**src/rtl/std_fp_pkg.sv**
```systemverilog
// Shared definitions for the signed fixed-point divider family:
// controller state encoding and saturation constants.
package std_fp_pkg;

    localparam int unsigned FP_MAX_W = 128;

    typedef enum logic [1:0] {
        ST_IDLE,
        ST_BUSY,
        ST_FIX,
        ST_DONE
    } fp_state_e;

    // Most positive w-bit two's-complement value (0111..1), zero-extended.
    function automatic logic [FP_MAX_W-1:0] fp_max(input int unsigned w);
        logic [FP_MAX_W-1:0] one;
        one = FP_MAX_W'(1);
        return (one << (w - 1)) - one;
    endfunction

    // Most negative w-bit two's-complement value (1000..0), zero-extended.
    function automatic logic [FP_MAX_W-1:0] fp_min(input int unsigned w);
        logic [FP_MAX_W-1:0] one;
        one = FP_MAX_W'(1);
        return one << (w - 1);
    endfunction

endpackage

```
**src/rtl/std_fp_udiv_step.sv**
```systemverilog
// One restoring-division step: shift the partial remainder left by one
// dividend bit, trial-subtract the divisor, keep the result if non-negative.
module std_fp_udiv_step #(
    parameter int unsigned WIDTH = 32,
    parameter int unsigned N     = 56
) (
    input  logic [WIDTH-1:0] part_i,
    input  logic [N-1:0]     acc_i,
    input  logic [WIDTH-1:0] dvs_i,
    output logic [WIDTH-1:0] part_o,
    output logic [N-1:0]     acc_o
);

    logic [WIDTH:0] shifted;
    logic [WIDTH:0] diff;
    logic           qbit;

    always_comb begin
        shifted = {part_i, acc_i[N-1]};
        diff    = shifted - {1'b0, dvs_i};
        qbit    = ~diff[WIDTH];
        part_o  = qbit ? diff[WIDTH-1:0] : shifted[WIDTH-1:0];
        acc_o   = {acc_i[N-2:0], qbit};
    end

endmodule

```
**src/rtl/std_fp_sdiv_sat.sv**
```systemverilog
// Sequential signed fixed-point divider: one quotient bit per cycle,
// sign fix-up with optional saturation, divide-by-zero short path.
module std_fp_sdiv_sat
    import std_fp_pkg::*;
#(
    parameter int unsigned WIDTH       = 32,
    parameter int unsigned INT_WIDTH   = 8,
    parameter int unsigned FRACT_WIDTH = 24,
    parameter int unsigned SATURATE    = 1
) (
    input  logic             clk,
    input  logic             reset,
    input  logic             go,
    input  logic [WIDTH-1:0] left,
    input  logic [WIDTH-1:0] right,
    output logic [WIDTH-1:0] out_quotient,
    output logic [WIDTH-1:0] out_remainder,
    output logic             done,
    output logic             div_by_zero,
    output logic             overflow
);

    localparam int unsigned N  = WIDTH + FRACT_WIDTH;
    localparam int unsigned CW = $clog2(N + 1);
    localparam logic [WIDTH-1:0] QMAX = WIDTH'(fp_max(WIDTH));
    localparam logic [WIDTH-1:0] QMIN = WIDTH'(fp_min(WIDTH));

    if (WIDTH != INT_WIDTH + FRACT_WIDTH) begin : g_width_check
        $error("std_fp_sdiv_sat: WIDTH must equal INT_WIDTH + FRACT_WIDTH");
    end

    fp_state_e        state_q, state_d;
    logic [CW-1:0]    cnt_q, cnt_d;
    logic [WIDTH-1:0] part_q, part_d;
    logic [N-1:0]     acc_q, acc_d;
    logic [WIDTH-1:0] dvs_q, dvs_d;
    logic             neg_q, neg_d;
    logic             lneg_q, lneg_d;
    logic [WIDTH-1:0] quot_q, quot_d;
    logic [WIDTH-1:0] remo_q, remo_d;
    logic             dbz_q, dbz_d;
    logic             ovf_q, ovf_d;
    logic             done_q, done_d;

    logic [WIDTH-1:0] step_part;
    logic [N-1:0]     step_acc;
    logic [WIDTH-1:0] l_mag, r_mag, q_signed;
    logic             q_ovf;

    std_fp_udiv_step #(
        .WIDTH (WIDTH),
        .N     (N)
    ) u_step (
        .part_i (part_q),
        .acc_i  (acc_q),
        .dvs_i  (dvs_q),
        .part_o (step_part),
        .acc_o  (step_acc)
    );

    always_comb begin
        l_mag    = left[WIDTH-1]  ? -left  : left;
        r_mag    = right[WIDTH-1] ? -right : right;
        // A negative result may reach magnitude 2^(WIDTH-1); a positive one may not.
        q_ovf    = neg_q ? ((|acc_q[N-1:WIDTH]) || (acc_q[WIDTH-1] && (|acc_q[WIDTH-2:0])))
                         : (|acc_q[N-1:WIDTH-1]);
        q_signed = neg_q ? -acc_q[WIDTH-1:0] : acc_q[WIDTH-1:0];
    end

    always_comb begin
        state_d = state_q;
        cnt_d   = cnt_q;
        part_d  = part_q;
        acc_d   = acc_q;
        dvs_d   = dvs_q;
        neg_d   = neg_q;
        lneg_d  = lneg_q;
        quot_d  = quot_q;
        remo_d  = remo_q;
        dbz_d   = dbz_q;
        ovf_d   = ovf_q;
        done_d  = (state_q == ST_DONE);

        case (state_q)
            ST_IDLE: begin
                if (go) begin
                    if (right == '0) begin
                        state_d = ST_DONE;
                        quot_d  = left[WIDTH-1] ? QMIN : QMAX;
                        remo_d  = left;
                        dbz_d   = 1'b1;
                        ovf_d   = 1'b0;
                    end else begin
                        state_d = ST_BUSY;
                        cnt_d   = CW'(N);
                        part_d  = '0;
                        acc_d   = {l_mag, {FRACT_WIDTH{1'b0}}};
                        dvs_d   = r_mag;
                        neg_d   = left[WIDTH-1] ^ right[WIDTH-1];
                        lneg_d  = left[WIDTH-1];
                    end
                end
            end
            ST_BUSY: begin
                part_d = step_part;
                acc_d  = step_acc;
                cnt_d  = cnt_q - 1'b1;
                if (cnt_q == CW'(1)) begin
                    state_d = ST_FIX;
                end
            end
            ST_FIX: begin
                quot_d  = (q_ovf && (SATURATE != 0)) ? (neg_q ? QMIN : QMAX) : q_signed;
                remo_d  = lneg_q ? -part_q : part_q;
                ovf_d   = q_ovf;
                dbz_d   = 1'b0;
                state_d = ST_DONE;
            end
            ST_DONE: begin
                state_d = ST_IDLE;
            end
            default: begin
                state_d = ST_IDLE;
            end
        endcase
    end

    always_ff @(posedge clk or negedge reset) begin
        if (!reset) begin
            state_q <= ST_IDLE;
            cnt_q   <= '0;
            part_q  <= '0;
            acc_q   <= '0;
            dvs_q   <= '0;
            neg_q   <= 1'b0;
            lneg_q  <= 1'b0;
            quot_q  <= '0;
            remo_q  <= '0;
            dbz_q   <= 1'b0;
            ovf_q   <= 1'b0;
            done_q  <= 1'b0;
        end else begin
            state_q <= state_d;
            cnt_q   <= cnt_d;
            part_q  <= part_d;
            acc_q   <= acc_d;
            dvs_q   <= dvs_d;
            neg_q   <= neg_d;
            lneg_q  <= lneg_d;
            quot_q  <= quot_d;
            remo_q  <= remo_d;
            dbz_q   <= dbz_d;
            ovf_q   <= ovf_d;
            done_q  <= done_d;
        end
    end

    assign out_quotient  = quot_q;
    assign out_remainder = remo_q;
    assign done          = done_q;
    assign div_by_zero   = dbz_q;
    assign overflow      = ovf_q;

endmodule

```
**config.mk**
```make
export PLATFORM = sky130hd
export DESIGN_NAME = std_fp_sdiv_sat
export DESIGN_NICKNAME = d
export VERILOG_FILES = /design/src/rtl/std_fp_pkg.sv /design/src/rtl/std_fp_udiv_step.sv /design/src/rtl/std_fp_sdiv_sat.sv
export SDC_FILE = /design/constraint.sdc
export NUM_CORES = 1
export LEC_CHECK = 0
export BUFFER_PORTS_ARGS = -buffer_cell sky130_fd_sc_hd__buf_2
export CORE_ASPECT_RATIO = 0.6
export CORE_UTILIZATION = 53
export DETAILED_ROUTE_END_ITERATION = 7
export PLACE_DENSITY = 0.78
export SETUP_SLACK_MARGIN = 0.1
export SLEW_MARGIN = 20
export SYNTH_ARGS = -nofsm -noshare
export SYNTH_HDL_FRONTEND = slang
export SYNTH_SLANG_ARGS = --single-unit
export TNS_END_PERCENT = 100
```
**constraint.sdc**
```tcl
create_clock -name clk -period 4.25 [get_ports clk]
set_input_delay 0.425 -clock clk [delete_from_list [all_inputs] [get_ports clk]]
set_output_delay 0.425 -clock clk [all_outputs]
set_load 0.02 [all_outputs]
```
==> results.txt, run 1 <==
Crit Path Max Fanout -> 34
Avg Inst Size Synth -> 8.359 µm²
Setup TNS -> 0 ns
Layout cells sized above 1 -> 12.57%
Post-synthesis cell type count -> 74
Cell area after synthesis -> 13010 µm²
WS Path Type -> flip-flop to flip-flop
Pwr Total -> 11.82 mW
CTS root buf -> clkbuf_16
CP Capture Point -> part_q[1]
Vias in the first global route -> 10680
Primary FF master, synth -> dfrtp_1
FF-to-FF setup slack -> 0.48 ns
# hold bufs at CTS -> 0
Area Growth Syn to Fin -> 11.16%
Gr ovfl total -> 0
WL final -> 35.16 mm
Die area -> 25210 µm²
# IOs -> 134
PnR worst setup slack -> 0.4775 ns
First-pass GRT wire length -> 56.37 mm
Core Region -> 23570 µm²
Yosys warns -> 0
Maximum capacitance violations -> 0
Setup crit end kind -> flip-flop
Reg2reg end -> part_q[1]
Endpoints failing setup -> 0
Inst Count DP -> 1931
Num CTS Buffers -> 17
Worst Path Required -> 4.59 ns
Number of synthesized flops with an enable pin -> 0
DP Worst Slack -> 0.3500 ns
Yosys top cell area share -> 37.88%
Fin crit period -> 3.773 ns
Rel. slew slack -> 35.34%
Via density per instance -> 6.016
Iteration-0 DRC Markers -> 1351
I/O Buffers -> 133
Gpl congestion -> 0.9365
Seq/Total Area, Yosys -> 37.88%
Status -> complete, no violations
Clock Pin Slew Worst Setup and Hold Paths -> 0.07 ns
Via Count -> 11810
Worst-margin pin slew -> 0.9677 ns
Antenna violations before repair -> 1
TritonCTS Sinks -> 197
Wire per inst -> 17.91 µm
Hold WC Path Type -> primary input to asynchronous set/reset pin
Area contributors post-synth -> dfrtp_1 38%, o21ai_0 7.9%, xor2_1 7.0%, nand2_1 6.5%, a21oi_1 4.7%
Total Routing Usage GR -> 28.45%
Mapped Cells -> 1557
CP Launch Type -> flip-flop
Synth Net Count -> 1668
PwrDens -> 816.7 nW/µm²
Initial Util -> 55.23%
Non-Filler Instances -> 1963
Fin nets -> 1746
Final hold vios -> 0
H-tree lvl count -> 4
Synth async-reset ratio -> 100.0%
Highest achievable clock rate -> 0.2651 GHz
Row cnt -> 43
# DRC -> 0
Worst r2r path cells -> 13
Largest net degree at the start of global routing -> 104
Setup Fix Bufs, Post-CTS -> 0
R2r startpoint -> acc_q[55]
Worst Setup SP -> acc_q[55]
Drt pass-1 iters -> 5
Longest Clk Path Bufs -> 2
Worst clock skew -> 0.006804 ns
Clk_lat worst skew -> 0.44 ns
CTS tree -> done
Unrepaired setup endpoints after global routing -> no
Period utilization -> 88.77%
Post-synth top area cell -> dfrtp_1
Seq cells post-synth -> 197
DIE WIDTH -> 204.3 µm
CP arrival -> 4.11 ns
Leak pwr -> 6.509 nW
Post_cts resized -> 0
Antenna-violating nets left -> 0
Post-DP HPWL -> 25.56 mm
Final Max Tran Viols -> 0
Chip height -> 123.4 µm
VDD IR max -> 0.4080 mV
==> logic make-up after synthesis <==
group | share of synthesized area (%)
AO/OA/AOI/OAI | 22.22
buffers and inverters | 4.864
XOR/XNOR | 9.623
AND/OR/NAND/NOR | 17.41
multiplexers | 3.720
flip-flops | 37.88
adder cells (fa/ha/maj) | 4.288
==> per-layer routing <==
metal	wire (µm)	GRT usage (%)	up-vias
li1	-	-	5638
met2	14440	39.53	475
met1	17070	44.01	5660
met3	3144	6.194	37
met5	0	0	-
met4	511	7.323	0
==> worst min-delay path by stage <==
stage          cells after the start  slack (ns)              from               end
2_1_floorplan                      0        0.13             reset          acc_q[0]
3_3_place_gp                       2        0.46  out_remainder[3]  out_remainder[3]
3_5_place_dp                       2        0.47  out_remainder[3]  out_remainder[3]
4_1_cts                            1         0.1             reset          dvs_q[6]
5_1_grt                            1        0.13             reset          dvs_q[3]
6_report                           1        0.07             reset          dvs_q[3]
==> placed cells by master (no fill, tap or decap), drive strengths merged, types with 4 or more instances in the layout <==
cell type	n
xor2	104
or3	24
and2	6
buf	150
nand2	229
a21oi	123
or2	7
dfrtp	197
a211o	4
o21bai	4
nor2b	8
nor2	95
or4	16
o31ai	32
o21a	4
o31a	4
clkbuf	24
o41ai	17
nand4	10
nand3b	6
and3	5
mux2i	45
o21ai	224
xnor2	39
nor4	21
nand3	17
nand2b	11
a211oi	9
o22ai	4
inv	61
ha	43
a22o	22
a31oi	4
a21o	16
nor3	16
==> state kept, by name, indices dropped and copies added, names as in the netlist <==
register / cells
dvs_q: 32
state_q: 2
acc_q: 56
done: 1
lneg_q: 1
out_remainder: 32
overflow: 1
neg_q: 1
div_by_zero: 1
cnt_q: 6
out_quotient: 32
part_q: 32
==> critical path, stage by stage (launching register included) <==
cell and delay, ns:
dfrtp_1 0.38, inv_1 0.11, ha_1 0.25, fa_1 0.42, nand2b_1 0.19, a21o_1 0.20
a31oi_1 0.32, o21ai_1 0.19, a211o_1 0.45, nand4_1 0.13, or3b_1 0.40, buf_12 0.20
mux2i_1 0.17, a22o_1 0.21
==> through the flow <==
step	cell area (µm²)	hold slack, ns	utilization [%]
final	14470	0.07046	61.39
after global routing	14470	0.1331	61.38
after global placement	13870	0.4585	58.86
after floorplan	13020	0.1294	-
after detailed placement	13870	0.4664	58.86
after CTS	14470	0.09886	61.38
==> power breakdown <==
| part | switching, mW | leakage (nW) | internal, mW |
|---|---|---|---|
| clock network | 0.731 | 0.287 | 0.940 |
| logic | 4.24 | 3.80 | 2.58 |
| registers | 0.705 | 2.42 | 2.62 |
| total | 5.68 | 6.51 | 6.14 |
==> area by class of cell <==
type,count,area [µm²]
fillers,2061,9097
multi-input cells,1207,7470
flip-flops and latches,197,4930
repair buffers,151,847.1
clock buffers,23,498.0
well taps,315,394.1
inverters,61,229.0
clock inverters,8,97.59
diodes,1,2.502
==> synth_stat cells (all sizes together), types with 11 or more instances <==
cell,count
nand2,229
o21ai,224
dfrtp,197
a21oi,123
xor2,104
nor2,95
clkbuf,67
inv,61
mux2i,45
ha,43
xnor2,39
o31ai,32
buf,25
or3,24
a22o,22
nor4,21
nand3,17
o41ai,17
a21o,16
nor3,16
or4,16
nand2b,11
No activity file was read; power rests on OpenSTA's default activity.
==> inputs of run 2 (changes only) <==
- PLACE_DENSITY: 0.78 -> 0.81
- RECOVER_POWER: not set -> 100
- SETUP_SLACK_MARGIN: 0.1 -> not set
- clock period: 4.25 -> 3.3 ns (I/O delays scaled with it)
==> run 2 against run 1 <==
Against the previous run: the run now ends with max-capacitance violations, max-slew violations left; sequential power rose by 25%; power is 36% higher; worst setup slack got worse by 0.42 ns; clock power is 23% higher; final cell count up 4.0%; combinational power grew 44%; wire length is 5.5% higher; non-clock buffer count is 77 higher; worst hold slack better by 0.13 ns; critical path type unchanged; critical endpoint is now part_q[29].
==> results.txt, run 2 (synthesis results as in run 1) <==
Status -> finished, violations left
Violated checks -> max-capacitance violations, max-slew violations
Worst clock skew -> 0.01190 ns
Hold_sp -> right[20]
Final Cell Area -> 15000 µm²
Num CTS Buffers -> 17
Clock Pin Slew Worst Setup and Hold Paths -> 0.08 ns
Leak pwr -> 6.680 nW
Vias in the first global route -> 11230
Area Growth Syn to Fin -> 15.23%
Most frequent cells in the layout -> 227 x nand2_1, 204 x o21ai_0, 196 x dfrtp_1
FF-to-FF setup slack -> 0.06 ns
VDD IR max -> 0.4476 mV
Layout cells sized above 1 -> 12.64%
DP Worst Slack -> -0.1077 ns
Highest achievable clock rate -> 0.3082 GHz
Hold WC Path Type -> primary input to flip-flop
CP Launch Type -> flip-flop
CTS root buf -> clkbuf_16
Worst r2r path cells -> 13
Largest net degree at the start of global routing -> 89
Period utilization -> 98.32%
CP arrival -> 3.58 ns
Wire per inst -> 18.17 µm
Leading cell type in the layout, fill and taps excluded -> nand2_1
Final hold vios -> 0
Post-DP HPWL -> 27.46 mm
Most flops, register -> acc_q
# IOs -> 134
Antenna-violating nets left -> 0
Fin crit period -> 3.245 ns
Row cnt -> 43
Core Region -> 23570 µm²
Longest Clk Path Bufs -> 2
Via density per instance -> 5.986
Reg2reg end -> part_q[29]
PnR worst setup slack -> 0.05534 ns
Total Routing Usage GR -> 29.64%
Final core occ -> 63.64%
Antenna violations before repair -> 1
Maximum capacitance violations -> 1
Gpl congestion -> 0.9849
Worst-margin pin slew -> 1.797 ns
Endpoints failing setup -> 0
Placed instance area -> 14530 µm²
Clk_lat worst skew -> 0.45 ns
TritonCTS Sinks -> 197
WL final -> 37.08 mm
Rel. slew slack -> -19.77%
Final Max Tran Viols -> 70
H-tree lvl count -> 4
Pwr Total -> 16.04 mW
Gr ovfl total -> 0
Via Count -> 12220
Initial Util -> 55.23%
Die area -> 25210 µm²
# DRC -> 0
Worst hold margin -> 0.2013 ns
CTS tree -> done
CP Capture Point -> part_q[29]
Iteration-0 DRC Markers -> 1262
First-pass GRT wire length -> 58.68 mm
Worst Path Required -> 3.64 ns
Max reg flops -> 56
PwrDens -> 1069 nW/µm²
Worst Setup SP -> acc_q[55]
DIE WIDTH -> 204.3 µm
Crit Path Max Fanout -> 10
Setup crit end kind -> flip-flop
Chip height -> 123.4 µm
R2r startpoint -> acc_q[55]
I/O Buffers -> 133
WS Path Type -> flip-flop to flip-flop
Drt pass-1 iters -> 6
Fin nets -> 1823
[run 2: changes by cell type in the layout (fill, tap and decap cells not counted), moves of 4 or more]
| cell | change |
|---|---|
| buf_12 | +5 |
| buf_2 | -68 |
| buf_4 | +56 |
| clkbuf_1 | +72 |
| clkbuf_2 | +4 |
| clkbuf_4 | +4 |
| clkbuf_8 | -5 |
| inv_6 | +5 |
[run 2: worst min-delay path by stage]
stage | end | slack (ns) | cells after the start
after floorplan | acc_q[0] | 0.03 | 0
after global placement | dvs_q[4] | 0.36 | 1
after detailed placement | dvs_q[5] | 0.37 | 1
after CTS | dvs_q[20] | 0.19 | 3
after global routing | dvs_q[20] | 0.21 | 3
final | dvs_q[20] | 0.20 | 3
[run 2: power breakdown]
part / internal [mW] / switching, mW / total, mW
Sequential: 3.37 / 0.780 / 4.16
Clock: 1.01 / 1.04 / 2.05
Combinational: 3.90 / 5.93 / 9.84
[run 2: layout make-up]
type,count,area [µm²]
clock inverters,14,116.4
well taps,315,394.1
repair buffers,228,1395
flip-flops and latches,197,4931
multi-input cells,1207,7490
fillers,2001,8568
inverters,61,229.0
clock buffers,18,439.2
diodes,1,2.502
[run 2: metrics by stage]
| step | instances | setup TNS [ns] |
|---|---|---|
| after floorplan | 1557 | 0 |
| after global placement | 2001 | 0 |
| after detailed placement | 2001 | -1.448 |
| after CTS | 2034 | 0 |
| after global routing | 2040 | -0.1229 |
| final | 2041 | 0 |
[run 2: layer usage]
layer,part of all wire [%],up-vias,track usage (%)
li1,-,5792,-
met4,1.8,0,7.976
met3,9.3,55,7.354
met5,0,-,0
met1,47,5849,44.20
met2,42,521,42.33
[run 2: critical path, cell delays in order, from the launching register on]
cell	delay, ns
dfrtp_1	0.36
inv_1	0.06
ha_2	0.20
fa_2	0.35
nand2b_1	0.17
a21o_1	0.20
a31oi_4	0.21
o21ai_4	0.09
a211o_1	0.36
nand4_1	0.11
or3b_4	0.40
buf_4	0.16
clkbuf_16	0.17
a221o_1	0.29
[run 2: what timing repair did]
action	4_1_cts	5_1_grt
gates cloned	0	1
gates resized for setup	9	9
setup endpoints to repair	36	23
setup buffers	0	5
pin swaps	3	7
hold buffers	1	0
hold endpoints to repair	65	0
